`src/rtl/disp_scan_ctrl.sv`:
```
// disp_scan_ctrl: time-multiplexed scan controller for an N-digit common-anode 7-segment display.
// Define DISP_SCAN_LZB_EN to enable leading-zero blanking.
module disp_scan_ctrl #(
    parameter int NUM_DIGITS = 4,
    parameter int DIV        = 50000
) (
    input  logic                    clk,
    input  logic                    rst_n,
    input  logic                    upd_valid,
    input  logic [4*NUM_DIGITS-1:0] upd_bcd,
    input  logic [NUM_DIGITS-1:0]   upd_dp,
    output logic                    upd_ready,
    output logic [3:0]              bcd_out,
    output logic [NUM_DIGITS-1:0]   an_n,
    output logic                    dp_n,
    output logic                    frame_done
);

    localparam int IW = $clog2(NUM_DIGITS);
    localparam int PW = (DIV > 1) ? $clog2(DIV) : 1;
    localparam logic [IW-1:0] IDX_LAST = IW'(NUM_DIGITS - 1);
    localparam logic [PW-1:0] PRE_LAST = PW'(DIV - 1);

    typedef enum logic {
        S_BLANK = 1'b0,
        S_SHOW  = 1'b1
    } state_t;

    state_t                  state_q, state_d;
    logic [IW-1:0]           idx_q, idx_d;
    logic [PW-1:0]           presc_q, presc_d;
    logic                    wrap_q, wrap_d;
    logic [4*NUM_DIGITS-1:0] disp_bcd_q, disp_bcd_d;
    logic [NUM_DIGITS-1:0]   disp_dp_q, disp_dp_d;
    logic [4*NUM_DIGITS-1:0] pend_bcd_q, pend_bcd_d;
    logic [NUM_DIGITS-1:0]   pend_dp_q, pend_dp_d;
    logic                    pend_q, pend_d;
    logic [3:0]              bcd_out_q, bcd_out_d;
    logic [NUM_DIGITS-1:0]   an_n_q, an_n_d;
    logic                    dp_n_q, dp_n_d;
    logic                    frame_done_q, frame_done_d;
    logic                    upd_ready_q, upd_ready_d;

    logic [3:0]              cur_nib;
    logic                    cur_dp;
    logic                    cur_blank;
    logic [NUM_DIGITS-1:0]   idx_onehot;
    logic [NUM_DIGITS-1:0]   lz_blank;
    logic                    xfer;

`ifdef DISP_SCAN_LZB_EN
    // Walk from the most significant digit down; digit 0 is never blanked.
    always_comb begin : lzb_mask
        logic zeros_above;
        zeros_above = 1'b1;
        lz_blank    = '0;
        for (int i = NUM_DIGITS - 1; i > 0; i--) begin
            zeros_above = zeros_above && (disp_bcd_q[4*i +: 4] == 4'd0);
            lz_blank[i] = zeros_above && !disp_dp_q[i];
        end
    end
`else
    assign lz_blank = '0;
`endif

    always_comb begin : digit_select
        cur_nib    = 4'd0;
        cur_dp     = 1'b0;
        cur_blank  = 1'b0;
        idx_onehot = '0;
        for (int i = 0; i < NUM_DIGITS; i++) begin
            if (idx_q == IW'(i)) begin
                cur_nib       = disp_bcd_q[4*i +: 4];
                cur_dp        = disp_dp_q[i];
                cur_blank     = lz_blank[i];
                idx_onehot[i] = 1'b1;
            end
        end
    end

    always_comb begin : next_state
        state_d      = state_q;
        idx_d        = idx_q;
        presc_d      = presc_q;
        wrap_d       = wrap_q;
        disp_bcd_d   = disp_bcd_q;
        disp_dp_d    = disp_dp_q;
        pend_bcd_d   = pend_bcd_q;
        pend_dp_d    = pend_dp_q;
        pend_d       = pend_q;
        bcd_out_d    = bcd_out_q;
        an_n_d       = '1;
        dp_n_d       = 1'b1;
        frame_done_d = 1'b0;
        xfer         = upd_valid && upd_ready_q;

        case (state_q)
            S_BLANK: begin
                // Decoder input changes while all anodes are off to avoid ghosting.
                bcd_out_d    = cur_nib;
                frame_done_d = wrap_q;
                presc_d      = '0;
                state_d      = S_SHOW;
            end
            S_SHOW: begin
                if ((cur_nib <= 4'd9) && !cur_blank) begin
                    an_n_d = ~idx_onehot;
                    dp_n_d = ~cur_dp;
                end
                if (presc_q == PRE_LAST) begin
                    state_d = S_BLANK;
                    presc_d = '0;
                    wrap_d  = (idx_q == IDX_LAST);
                    if (idx_q == IDX_LAST) begin
                        idx_d = '0;
                        // Frame boundary: staged contents take over from digit 0 onward.
                        if (pend_q) begin
                            disp_bcd_d = pend_bcd_q;
                            disp_dp_d  = pend_dp_q;
                            pend_d     = 1'b0;
                        end
                    end else begin
                        idx_d = idx_q + IW'(1);
                    end
                end else begin
                    presc_d = presc_q + PW'(1);
                end
            end
            default: state_d = S_BLANK;
        endcase

        // Cannot coincide with a commit: ready is low whenever something is pending.
        if (xfer) begin
            pend_bcd_d = upd_bcd;
            pend_dp_d  = upd_dp;
            pend_d     = 1'b1;
        end
        upd_ready_d = !pend_d;
    end

    always_ff @(posedge clk) begin
        if (!rst_n) begin
            state_q      <= S_BLANK;
            idx_q        <= '0;
            presc_q      <= '0;
            wrap_q       <= 1'b0;
            disp_bcd_q   <= '0;
            disp_dp_q    <= '0;
            pend_bcd_q   <= '0;
            pend_dp_q    <= '0;
            pend_q       <= 1'b0;
            bcd_out_q    <= 4'd0;
            an_n_q       <= '1;
            dp_n_q       <= 1'b1;
            frame_done_q <= 1'b0;
            upd_ready_q  <= 1'b0;
        end else begin
            state_q      <= state_d;
            idx_q        <= idx_d;
            presc_q      <= presc_d;
            wrap_q       <= wrap_d;
            disp_bcd_q   <= disp_bcd_d;
            disp_dp_q    <= disp_dp_d;
            pend_bcd_q   <= pend_bcd_d;
            pend_dp_q    <= pend_dp_d;
            pend_q       <= pend_d;
            bcd_out_q    <= bcd_out_d;
            an_n_q       <= an_n_d;
            dp_n_q       <= dp_n_d;
            frame_done_q <= frame_done_d;
            upd_ready_q  <= upd_ready_d;
        end
    end

    assign upd_ready  = upd_ready_q;
    assign bcd_out    = bcd_out_q;
    assign an_n       = an_n_q;
    assign dp_n       = dp_n_q;
    assign frame_done = frame_done_q;

endmodule
```
`config.mk`:
```
export PLATFORM = sky130hd
export DESIGN_NAME = disp_scan_ctrl
export DESIGN_NICKNAME = d
export VERILOG_FILES = /design/src/rtl/disp_scan_ctrl.sv
export SDC_FILE = /design/constraint.sdc
export NUM_CORES = 1
export LEC_CHECK = 0
export ABC_CLOCK_PERIOD_IN_PS = 2400
export CAP_MARGIN = 20
export CORE_ASPECT_RATIO = 1.25
export CORE_MARGIN = 2
export CORE_UTILIZATION = 58
export CTS_BUF_LIST = sky130_fd_sc_hd__clkbuf_2 sky130_fd_sc_hd__clkbuf_4 sky130_fd_sc_hd__clkbuf_8
export CTS_CLUSTER_DIAMETER = 200
export DETAILED_ROUTE_END_ITERATION = 8
export GPL_TIMING_DRIVEN = 0
export HOLD_SLACK_MARGIN = 0.08
export PLACE_DENSITY = 0.83
export SETUP_SLACK_MARGIN = 0.15
export SLEW_MARGIN = 30
export SYNTH_ARGS = -nofsm -noshare
export SYNTH_HDL_FRONTEND = slang
export SYNTH_SLANG_ARGS = --single-unit
```
`constraint.sdc`:
```
create_clock -name clk -period 2.4 [get_ports clk]
set_input_delay 0.6 -clock clk [delete_from_list [all_inputs] [get_ports clk]]
set_output_delay 0.6 -clock clk [all_outputs]
set_load 0.005 [all_outputs]
```
# ---- Yosys cells after proc, flatten, opt, wreduce, memory -nomap -nowiden
# Cells that the tools add are included.
dict set report word_totals {
  elab_cells 53
  output_inout_bits 11
  regBits 72
  inputBits 23
}
dict set report op_classes {
  add_sub_neg 2
  muxes 21
  n_reduce_logical 7
  n_eq_ne 4
  n_lt_le_gt_ge 1
  bitwise 4
}
# op n
set op_table {}
lappend op_table {{one-hot mux 16 bit (2 select lines)} 1}
lappend op_table {{adder 16 x 1 -> 16 bit, second input constant} 1}
lappend op_table {{equality test 16 bit, second input constant} 1}
lappend op_table {{2-to-1 mux 16 bit} 1}
lappend op_table {{2-to-1 mux 4 bit} 4}
lappend op_table {{2-to-1 mux 1 bit} 13}
lappend op_table {{equality test 2 bit, second input constant} 2}
lappend op_table {{less-or-equal comparator 4 bit, second input constant} 1}
lappend op_table {{NOT 4 bit} 1}
lappend op_table {{AND reduction 4 bit} 1}
lappend op_table {{NOT 1 bit} 3}
lappend op_table {{AND reduction 3 bit} 1}
lappend op_table {{adder 2 x 1 -> 2 bit, second input constant} 1}
lappend op_table {{equality test 2 x 1 -> 1 bit, second input constant} 1}
lappend op_table {{zero test 2 bit} 1}
lappend op_table {{2-to-1 mux 2 bit} 1}
lappend op_table {{one-hot mux 1 bit (2 select lines)} 1}
lappend op_table {{AND reduction 2 bit} 1}
lappend op_table {{OR reduction 2 bit} 1}
lappend op_table {{logical AND 1 bit} 1}
lappend op_table {{zero test 1 bit} 1}

# ---- Longest topological paths before layout
# Gate-level depths: netlist (run 1).
dict set report depth {
  word_depth 7
  ltp_mapped 7
}

# ---- Worst setup path after synthesis (run 1)
# OpenSTA, ideal clock, no wires.
dict set report synth_path {
  path_kind {reg2reg}
  from {register presc_q[10]}
  to {register disp_bcd_q[12]}
  arrival_time_ns 1.828
  setup_slack_ns 0.456
  period_less_slack_ns 1.944
  stages_incl_launch_ff 6
  path_cell_list {dfxtp_1 > or4b_4 > nor4_4 > buf_6 > a21oi_1 > a41o_1}
}
dict set report synth_via {
  elab_chain_len 2
}
# item line
set synth_lines {}
lappend synth_lines {{from (decl)} 31} ;# logic [PW-1:0] presc_q, presc_d;
lappend synth_lines {{from (signal assigned)} 160} ;# presc_q <= presc_d;
lappend synth_lines {{equality test 16 bit} 110} ;# if (presc_q == PRE_LAST) begin
lappend synth_lines {{AND reduction 4 bit (no source line)} n/a}
lappend synth_lines {{to (signal assigned)} 162} ;# disp_bcd_q <= disp_bcd_d;
lappend synth_lines {{to (decl)} 33} ;# logic [4*NUM_DIGITS-1:0] disp_bcd_q, disp_bcd_d;
# Every way passes these cells.
# A chain may end at the register's enable or synchronous reset.

# ---- Worst setup path after layout (run 1)
dict set report layout_path {
  from {register presc_q[10]}
  to {register presc_q[0]}
}
dict set report layout_via {
  elab_chain_len 3
}
# item line
set layout_lines {}
lappend layout_lines {{equality test 16 bit} 110}
lappend layout_lines {{2-to-1 mux 16 bit} 110}
lappend layout_lines {{one-hot mux 16 bit (2 select lines)} 97} ;# case (state_q)
# Every way passes these cells.

==> flow_metrics.py, run 1 <==
metrics = {
    "power": {
        "sw_frac_of_total_pct": 22.0,
        "power_frac_seq_pct": 56.6,
        "ir_drop_mv": 0.474,
        "power.switching_uw": 480,
        "internal-power_mw": 1.70,
        "p_leak_nw": 1.37,
        "p_clk_share_pct": 37.9,
        "p_per_area_nw_per_um2": 601,
        "comb_power_share_pct": 5.6,
    },
    "sta": {
        "setup_ws_ps": 291,
        "rsz0062_at_grt": "no",
        "hold_viol_final": 0,
        "min_period_ps": 2110,
        "fin_crit_sh_pct": 87.9,
        "max_freq_mhz": 474,
        "drv_slew": 0,
        "fin_setup_tns_ps": 0,
        "slew_headroom_pct": 63.6,
        "clock-skew-final_ps": 5.82,
        "tightestPinTransition_ps": 547,
        "setup_viol": 0,
    },
    "worst_setup_path": {
        "cp_cell_sequence": "or4b_4, or4_1, nand3_1, buf_4, nor2_1",
        "crit_fanout": 10,
        "cp-start-kind": "register",
        "crit_start": "presc_q[10]",
        "r2r-start": "presc_q[10]",
        "reg2reg_depth": 5,
        "crit_type": "register to register",
        "slowest_delay_ps": 580,
        "critPathSlowestCell": "or4b_4",
        "path_depth": 5,
        "crit_arrival_ps": 2340,
        "endpoint": "presc_q[0]",
        "r2r-end": "presc_q[0]",
        "cp_data_required_time_ps": 2630,
        "r2r_setup_slack_ps": 290,
        "cp_num_buf_inv": 1,
        "path_delay_family": "simple AND/OR/NAND/NOR gates",
        "critPathCaptureType": "register",
    },
    "yosys": {
        "synth_top_area_share_pct": 47.5,
        "synth_compound_area_share_pct": 19.0,
        "yosys_most_used_dff": "dfxtp_1",
        "synth_edf_count": 0,
        "synthesis.nets": 386,
        "synth_cell_type_count": 38,
        "syn-instance-count": 358,
        "syn_area_um2": 3040,
        "yosys.area_share.simple_pct": 21.4,
        "synth_top_family_by_area": "simple AND/OR/NAND/NOR gates",
        "synth_area_leaders": "dfxtp_1 (47%), nand2_1 (9.4%), a21oi_1 (7.9%)",
        "yosys_register_bits": 72,
        "synth_xor_area_share_pct": 4.04,
        "synthAdderAreaFrac_pct": 2.06,
        "ys_seq_area_share_pct": 47.5,
        "async_reset_ff_share_pct": 0,
        "synthMuxAreaShare_pct": 0.660,
        "yosysWarnings": 0,
        "synth_area_per_cell_um2": 8.48,
        "synth_top_area_cell": "dfxtp_1",
    },
    "global_routing": {
        "grt_max_degree": 11,
        "antenna_found_initial": 0,
        "gr-usage-all-layers_pct": 26.1,
        "grt_pass1_wl_mm": 11.3,
        "grt_overflow": 0,
        "grt_pass1_vias": 2423,
    },
    "detailed_routing": {
        "first_iter_violations": 198,
        "routed_via_density": 5.65,
        "wire_per_inst_um": 14.7,
        "drt_pass1_iterations": 5,
        "wl_mm": 6.90,
        "drcViolationCount": 0,
        "ant_nets": 0,
        "route.vias.total": 2651,
    },
    "clock_network": {
        "cts.sinks": 72,
        "path_clk_slew_ps": 70,
        "cts_tree": "yes",
        "numCtsBuffers": 9,
        "cts-root-buf": "clkbuf_8",
        "htree_levels": 3,
        "clk_latency_ps": 350,
        "clock_path_buffers": 2,
    },
    "min_path": {
        "hold_path.class": "register to register",
        "hp-start": "wrap_q",
    },
    "outcome": {
        "outcome": "finished clean",
    },
    "die": {
        "rows": 29,
        "die_w_um": 68.7,
        "die_area_um2": 5830,
        "initial_core_util_pct": 59.8,
        "io_pins": 34,
        "die_h_um": 84.9,
        "core_area_um2": 5080,
    },
    "placed_design": {
        "numPortBuffers": 32,
        "place_ws_ps": 173,
        "dp_hpwl_mm": 4.94,
        "place.gp.congestion": 0.880,
    },
    "final_layout": {
        "area_growth_pct": 19.5,
        "n_antenna_cell": 0,
        "final_cell_mix": "nand2_1 (76), dfxtp_1 (72), a21oi_1 (48), clkdlybuf4s50_1 (32), nor2_1 (27)",
        "layout_commonest_cell": "nand2_1",
        "finalNetCount": 432,
        "drive_above_1_share_pct": 6.88,
    },
    "run": {
        "cap_violations": 0,
    },
}
-- cells in the mapped netlist, types with 2 or more instances --
cell type and number:
and2_1 2, nor2b_1 3, xor2_1 2, nor4_1 4, buf_6 3, a21oi_1 48, buf_1 3, o21ai_0 5
buf_2 2, a21o_1 3, nor3_1 4, mux2i_1 2, dfxtp_1 72, nor2_1 27, nand3b_1 3, nand3_1 11
a22oi_1 2, ha_1 5, a41o_1 17, xnor2_1 12, nand4_1 5, clkbuf_1 18, o211ai_1 3, nand2_1 76
inv_1 9, o2111ai_1 5
-- area by class of cell --
cell class                      instances  area, um^2
Multi-Input combinational cell        250        1440
Clock buffer                           13         160
Clock inverter                          1        5.00
Timing Repair Buffer                   35         343
Tap cell                               62        77.6
Sequential cell                        72        1440
Fill cell                             426        1450
Inverter                                9        33.8
Buffer                                 27         130
-- worst min path at each step --
stage	slack [ps]	depth (start not counted)	endpoint
after global routing	470	2	frame_done
after CTS	440	2	frame_done
after detailed placement	440	2	frame_done
after floorplan	410	2	frame_done
after global placement	430	2	frame_done
final	450	2	frame_done
-- registers in the layout, summed over array words and instances, names as in the netlist, 2 cells and up --
signal      count
bcd_out         4
an_n            4
disp_bcd_q     16
presc_q        16
pend_bcd_q     16
idx_q           2
pend_dp_q       4
disp_dp_q       4
-- power groups by stage --
stage | clock network [mW] | logic (mW) | registers [mW]
4_1_cts | 0.835 | 0.122 | 1.23
3_5_place_dp | 0 | 0.121 | 1.26
3_3_place_gp | 0 | 0.119 | 1.26
5_1_grt | 0.897 | 0.135 | 1.23
6_report | 0.826 | 0.121 | 1.23
2_1_floorplan | 0 | 0.0602 | 1.26
-- cells by family (layout without fill, tap and decap cells) --
group	Yosys count	after routing
AO/OA/AOI/OAI	87	87
XOR/XNOR	14	14
adder cells (fa/ha/maj)	5	5
buffers and inverters	36	85
flip-flops	72	72
multiplexers	2	2
AND/OR/NAND/NOR	142	142
-- per-layer routing --
metal	track usage (%)	wire (um)	vias to the layer above
met2	40.4	3330	91
met1	33.5	3000	1209
met5	0	0	-
met4	10.7	176	0
li1	-	-	1334
met3	7.69	400	17
-- worst min-delay path, stage by stage, from the launching register on --
cell and delay, ps:
dfxtp_1 330, nand2_1 60, nor2_1 30
-- what timing repair did --
item                       4_1_cts  5_1_grt
setup endpoints to repair        0       23
setup buffers                    0        3
hold endpoints to repair         0        0
gates resized for setup          0        1
hold buffers                     0        0
-- stage by stage --
stage          hold slack [ps]  instances  utilization, %  total power, mW  instance area (um^2)
6_report                   453        469            71.4             2.18                  3630
5_1_grt                    472        469            71.4             2.27                  3630
4_1_cts                    439        466            70.8             2.19                  3600
3_5_place_dp               437        452            67.6             1.38                  3430
3_3_place_gp               430        452            67.6             1.38                  3430
2_1_floorplan              410        358               -             1.32                  3040
Note: power is estimated with default switching activity, not from simulation.
==> run 2: changes to the inputs <==
- RECOVER_POWER: unset -> 25
==> flow_metrics.py, run 2 (synthesized netlist as in run 1, its figures left out) <==
metrics = {
    "final_layout": {
        "nFillCells": 429,
        "n_antenna_cell": 0,
        "top_regs": "disp_bcd_q: 16 flops, pend_bcd_q: 16 flops, presc_q: 16 flops",
        "layout_commonest_cell": "nand2_1",
        "fin_util_pct": 71.3,
        "finalNetCount": 432,
        "final_cell_mix": "nand2_1 (76), dfxtp_1 (72), a21oi_1 (48), nor2_1 (27), clkdlybuf4s50_1 (27)",
        "area_growth_pct": 19.3,
        "drive_above_1_share_pct": 6.39,
        "finalNonFillerCells": 469,
    },
    "global_routing": {
        "grt_pass1_vias": 2423,
        "gr-usage-all-layers_pct": 26.1,
        "grt_pass1_wl_mm": 11.3,
        "grt_max_degree": 11,
        "grt_overflow": 0,
        "antenna_found_initial": 0,
    },
    "die": {
        "die_w_um": 68.7,
        "initial_core_util_pct": 59.8,
        "die_area_um2": 5830,
        "io_pins": 34,
        "rows": 29,
        "die_h_um": 84.9,
        "core_area_um2": 5080,
    },
    "worst_setup_path": {
        "crit_type": "register to register",
        "critPathSlowestCell": "or4bb_1",
        "cp_num_buf_inv": 2,
        "path_delay_family": "simple AND/OR/NAND/NOR gates",
        "critPathCaptureType": "register",
        "crit_arrival_ps": 2400,
        "cp_data_required_time_ps": 2650,
        "crit_fanout": 10,
        "slowest_delay_ps": 570,
        "cp-start-kind": "register",
        "cp_cell_sequence": "or4bb_1, nor4_4, clkbuf_1, buf_6, a21oi_1, a41o_1",
    },
    "sta": {
        "setup_viol": 0,
        "min_period_ps": 2150,
        "clock-skew-final_ps": 6.49,
        "setup_ws_ps": 254,
        "rsz0062_at_grt": "no",
        "tightestPinTransition_ps": 536,
        "fin_crit_sh_pct": 89.4,
        "fin_setup_tns_ps": 0,
        "drv_slew": 0,
        "slew_headroom_pct": 64.3,
        "max_freq_mhz": 466,
        "hold_viol_final": 0,
    },
    "clock_network": {
        "path_clk_slew_ps": 70,
        "cts.sinks": 72,
        "cts_hold_buf": 0,
        "numCtsBuffers": 9,
        "cts-root-buf": "clkbuf_8",
        "htree_levels": 3,
        "clk_latency_ps": 360,
        "cts_tree": "yes",
        "clock_path_buffers": 2,
    },
    "detailed_routing": {
        "wire_per_inst_um": 14.8,
        "drcViolationCount": 0,
        "drt_pass1_iterations": 8,
        "first_iter_violations": 198,
        "wl_mm": 6.94,
        "route.vias.total": 2664,
        "routed_via_density": 5.68,
        "ant_nets": 0,
    },
    "power": {
        "finalPower_mw": 2.19,
        "ir_drop_mv": 0.476,
        "p_leak_nw": 1.35,
        "p_per_area_nw_per_um2": 604,
    },
    "placed_design": {
        "place_inst": 452,
        "numPortBuffers": 32,
        "place.gp.congestion": 0.880,
        "place_ws_ps": 173,
        "dp_hpwl_mm": 4.94,
    },
    "min_path": {
        "hold_path.class": "register to register",
    },
    "outcome": {
        "outcome": "finished clean",
    },
    "run": {
        "cap_violations": 0,
    },
}
## run 2: cell count changes in the layout (fill, tap and decap cells not counted), sizes merged
cell,before,now
clkbuf,31,34
dlygate4sd3,0,5
clkdlybuf4s50,32,27
buf,12,9
## run 2: stage by stage
| stage | hold WS, ps | instance area, um^2 |
|---|---|---|
| floorplan | 410 | 3040 |
| global placement | 430 | 3430 |
| detailed placement | 437 | 3430 |
| CTS | 439 | 3600 |
| global route | 472 | 3620 |
| finish | 453 | 3620 |
## run 2: what timing repair did
item / CTS / global route
gates resized for setup: 0 / 1
endpoints found under the setup margin: 0 / 23
buffers inserted: 0 / 3
## run 2: final cells by class
type | count | area (um^2) | area share, %
inverters | 9 | 33.8 | 0.933
flip-flops and latches | 72 | 1440 | 39.8
well taps | 62 | 77.6 | 2.14
plain buffers | 27 | 129 | 3.56
repair buffers | 35 | 339 | 9.36
clock inverters | 1 | 5.00 | 0.138
multi-input cells | 250 | 1440 | 39.6
clock buffers | 13 | 160 | 4.42
## run 2: worst register-to-register path, cell delays in order, from the launching register on
cell	delay (ps)
dfxtp_1	360
or4bb_1	570
nor4_4	220
clkbuf_1	380
buf_6	210
a21oi_1	80
a41o_1	220
## run 2: power by group
group          internal [mW]  total [mW]  switching [mW]
combinational         0.0569       0.121          0.0638
sequential              1.22        1.23          0.0155
clock                  0.425       0.834           0.409
## run 2: path summary, 6_finish.rpt
kind                                 start      endpoint  slack [ps]  cells past startpoint
worst min register to register      wrap_q    frame_done         450                      2
worst max register to register  presc_q[4]  disp_dp_q[1]         250                      6
worst min-delay path                wrap_q    frame_done         450                      2
worst max-delay path            presc_q[4]  disp_dp_q[1]         250                      6
## run 2: metal layers
metal	share of wire (%)	GRT usage, %
met1	44	33.5
met2	48	40.4
met3	5.0	7.69
met4	2.6	10.7
met5	0	0
==> run 3: changes to the inputs <==
- CELL_PAD_IN_SITES_DETAIL_PLACEMENT: unset -> 1
- CELL_PAD_IN_SITES_GLOBAL_PLACEMENT: unset -> 2
- CORE_UTILIZATION: 58 -> 35
- PLACE_DENSITY: 0.83 -> 0.82
==> flow_metrics.py, run 3 (synthesized netlist as in run 1, its figures left out) <==
metrics = {
    "outcome": {
        "outcome": "finished clean",
    },
    "global_routing": {
        "antenna_found_initial": 0,
        "grt_max_degree": 12,
        "gr-usage-all-layers_pct": 18.8,
        "grt_pass1_vias": 2730,
        "grt_pass1_wl_mm": 13.6,
        "grt_overflow": 0,
    },
    "final_layout": {
        "stdcell_area_um2": 3710,
        "finalNonFillerCells": 508,
        "layout_commonest_cell": "nand2_1",
        "top_regs": "disp_bcd_q: 16 flops, pend_bcd_q: 16 flops, presc_q: 16 flops",
        "area_growth_pct": 22.2,
        "final_cell_mix": "nand2_1 (76), dfxtp_1 (72), a21oi_1 (48), nor2_1 (27), clkdlybuf4s50_1 (26)",
        "finalNetCount": 432,
        "drive_above_1_share_pct": 7.35,
        "n_antenna_cell": 0,
    },
    "sta": {
        "clock-skew-final_ps": 12.1,
        "hold_viol_final": 0,
        "tightestPinTransition_ps": 611,
        "min_period_ps": 2060,
        "slew_headroom_pct": 59.2,
        "fin_crit_sh_pct": 86.0,
        "rsz0062_at_grt": "no",
        "max_freq_mhz": 485,
        "fin_setup_tns_ps": 0,
        "setup_viol": 0,
        "drv_slew": 0,
    },
    "worst_setup_path": {
        "crit_start": "presc_q[10]",
        "critPathSlowestCell": "or4b_4",
        "slowest_delay_ps": 580,
        "cp-start-kind": "register",
        "cp_cell_sequence": "or4b_4, or4_1, nand3_2, buf_4, nor2_1",
        "crit_type": "register to register",
        "crit_arrival_ps": 2290,
        "crit_fanout": 10,
        "cp_data_required_time_ps": 2630,
        "r2r-start": "presc_q[10]",
        "critPathCaptureType": "register",
    },
    "die": {
        "die_area_um2": 9440,
        "io_pins": 34,
        "die_w_um": 87.3,
        "die_h_um": 108,
        "initial_core_util_pct": 35.5,
        "core_area_um2": 8560,
        "rows": 38,
    },
    "placed_design": {
        "place.gp.congestion": 0.761,
        "place_area_um2": 3480,
        "dp_hpwl_mm": 6.01,
        "numPortBuffers": 32,
        "place_inst": 490,
    },
    "detailed_routing": {
        "first_iter_violations": 113,
        "ant_nets": 0,
        "wire_per_inst_um": 16.4,
        "drcViolationCount": 0,
        "wl_mm": 8.34,
        "route.vias.total": 2703,
        "routed_via_density": 5.32,
        "drt_pass1_iterations": 5,
    },
    "clock_network": {
        "path_clk_slew_ps": 80,
        "cts.sinks": 72,
        "clk_latency_ps": 340,
        "cts_tree": "yes",
        "clock_path_buffers": 2,
        "cts-root-buf": "clkbuf_8",
        "numCtsBuffers": 9,
        "cts_hold_buf": 0,
        "htree_levels": 3,
    },
    "power": {
        "p_leak_nw": 1.38,
        "ir_drop_mv": 0.224,
        "p_per_area_nw_per_um2": 628,
    },
    "run": {
        "cap_violations": 0,
    },
    "min_path": {
        "hp-start": "pend_bcd_q[12]",
        "hold_path.class": "register to register",
    },
}
## run 3: cell types whose count changed in the layout (fill, tap and decap cells not counted)
cell / before / now
dlygate4sd3_1: 5 / 6
clkbuf_1: 21 / 19
nand3_1: 11 / 10
buf_2: 1 / 2
nand3_2: 0 / 1
buf_4: 3 / 4
clkinvlp_4: 0 / 1
clkbuf_4: 3 / 2
bufinv_16: 0 / 1
clkdlybuf4s50_1: 27 / 26
## run 3: through the flow
step	util [%]	setup slack (ps)	hold WS (ps)	total power, mW
3_3_place_gp	40.7	184	445	1.39
3_5_place_dp	40.7	194	450	1.39
6_report	43.3	337	458	2.33
5_1_grt	43.3	229	491	2.41
2_1_floorplan	-	456	410	1.32
4_1_cts	43.0	175	466	2.35
## run 3: worst paths after layout
| kind | end | slack [ps] | cells past startpoint |
|---|---|---|---|
| max | presc_q[7] | 340 | 5 |
| min | pend_bcd_q[12] | 460 | 2 |
| max reg2reg | presc_q[7] | 340 | 5 |
| min reg2reg | pend_bcd_q[12] | 460 | 2 |
## run 3: routing by layer
metal	track usage, %	share of wire, %	wire [um]
met5	0	0	0
met1	23.0	45	3760
met4	7.69	1.6	137
met3	3.21	3.3	273
met2	32.2	50	4160
## run 3: repair_timing
item / 4_1_cts / 5_1_grt
setup buffers: 0 / 3
endpoints found under the setup margin: 0 / 27
gates resized for setup: 0 / 2
## run 3: worst max-delay path: cells and delay by family, from the launching register on
kind                   cells  cell delay [ps]
AND/OR/NAND/NOR            4             1350
buffers and inverters      1              210
flip-flops                 1              380
## run 3: cell type report
class                      count  area [um^2]
timing repair buffer          35          343
tap                          100          125
fill                        1016         4850
inverter                       9         33.8
clock inverter                 3         42.5
buffer                        27          130
sequential                    72         1440
multi-input combinational    250         1440
clock buffer                  12          153
## run 3: report_power, final
group	leakage, nW	switching [mW]	internal, mW	total [mW]
combinational	0.694	0.0672	0.0571	0.124
clock	0.0993	0.444	0.525	0.969
sequential	0.583	0.0168	1.22	1.23
total	1.38	0.528	1.80	2.33
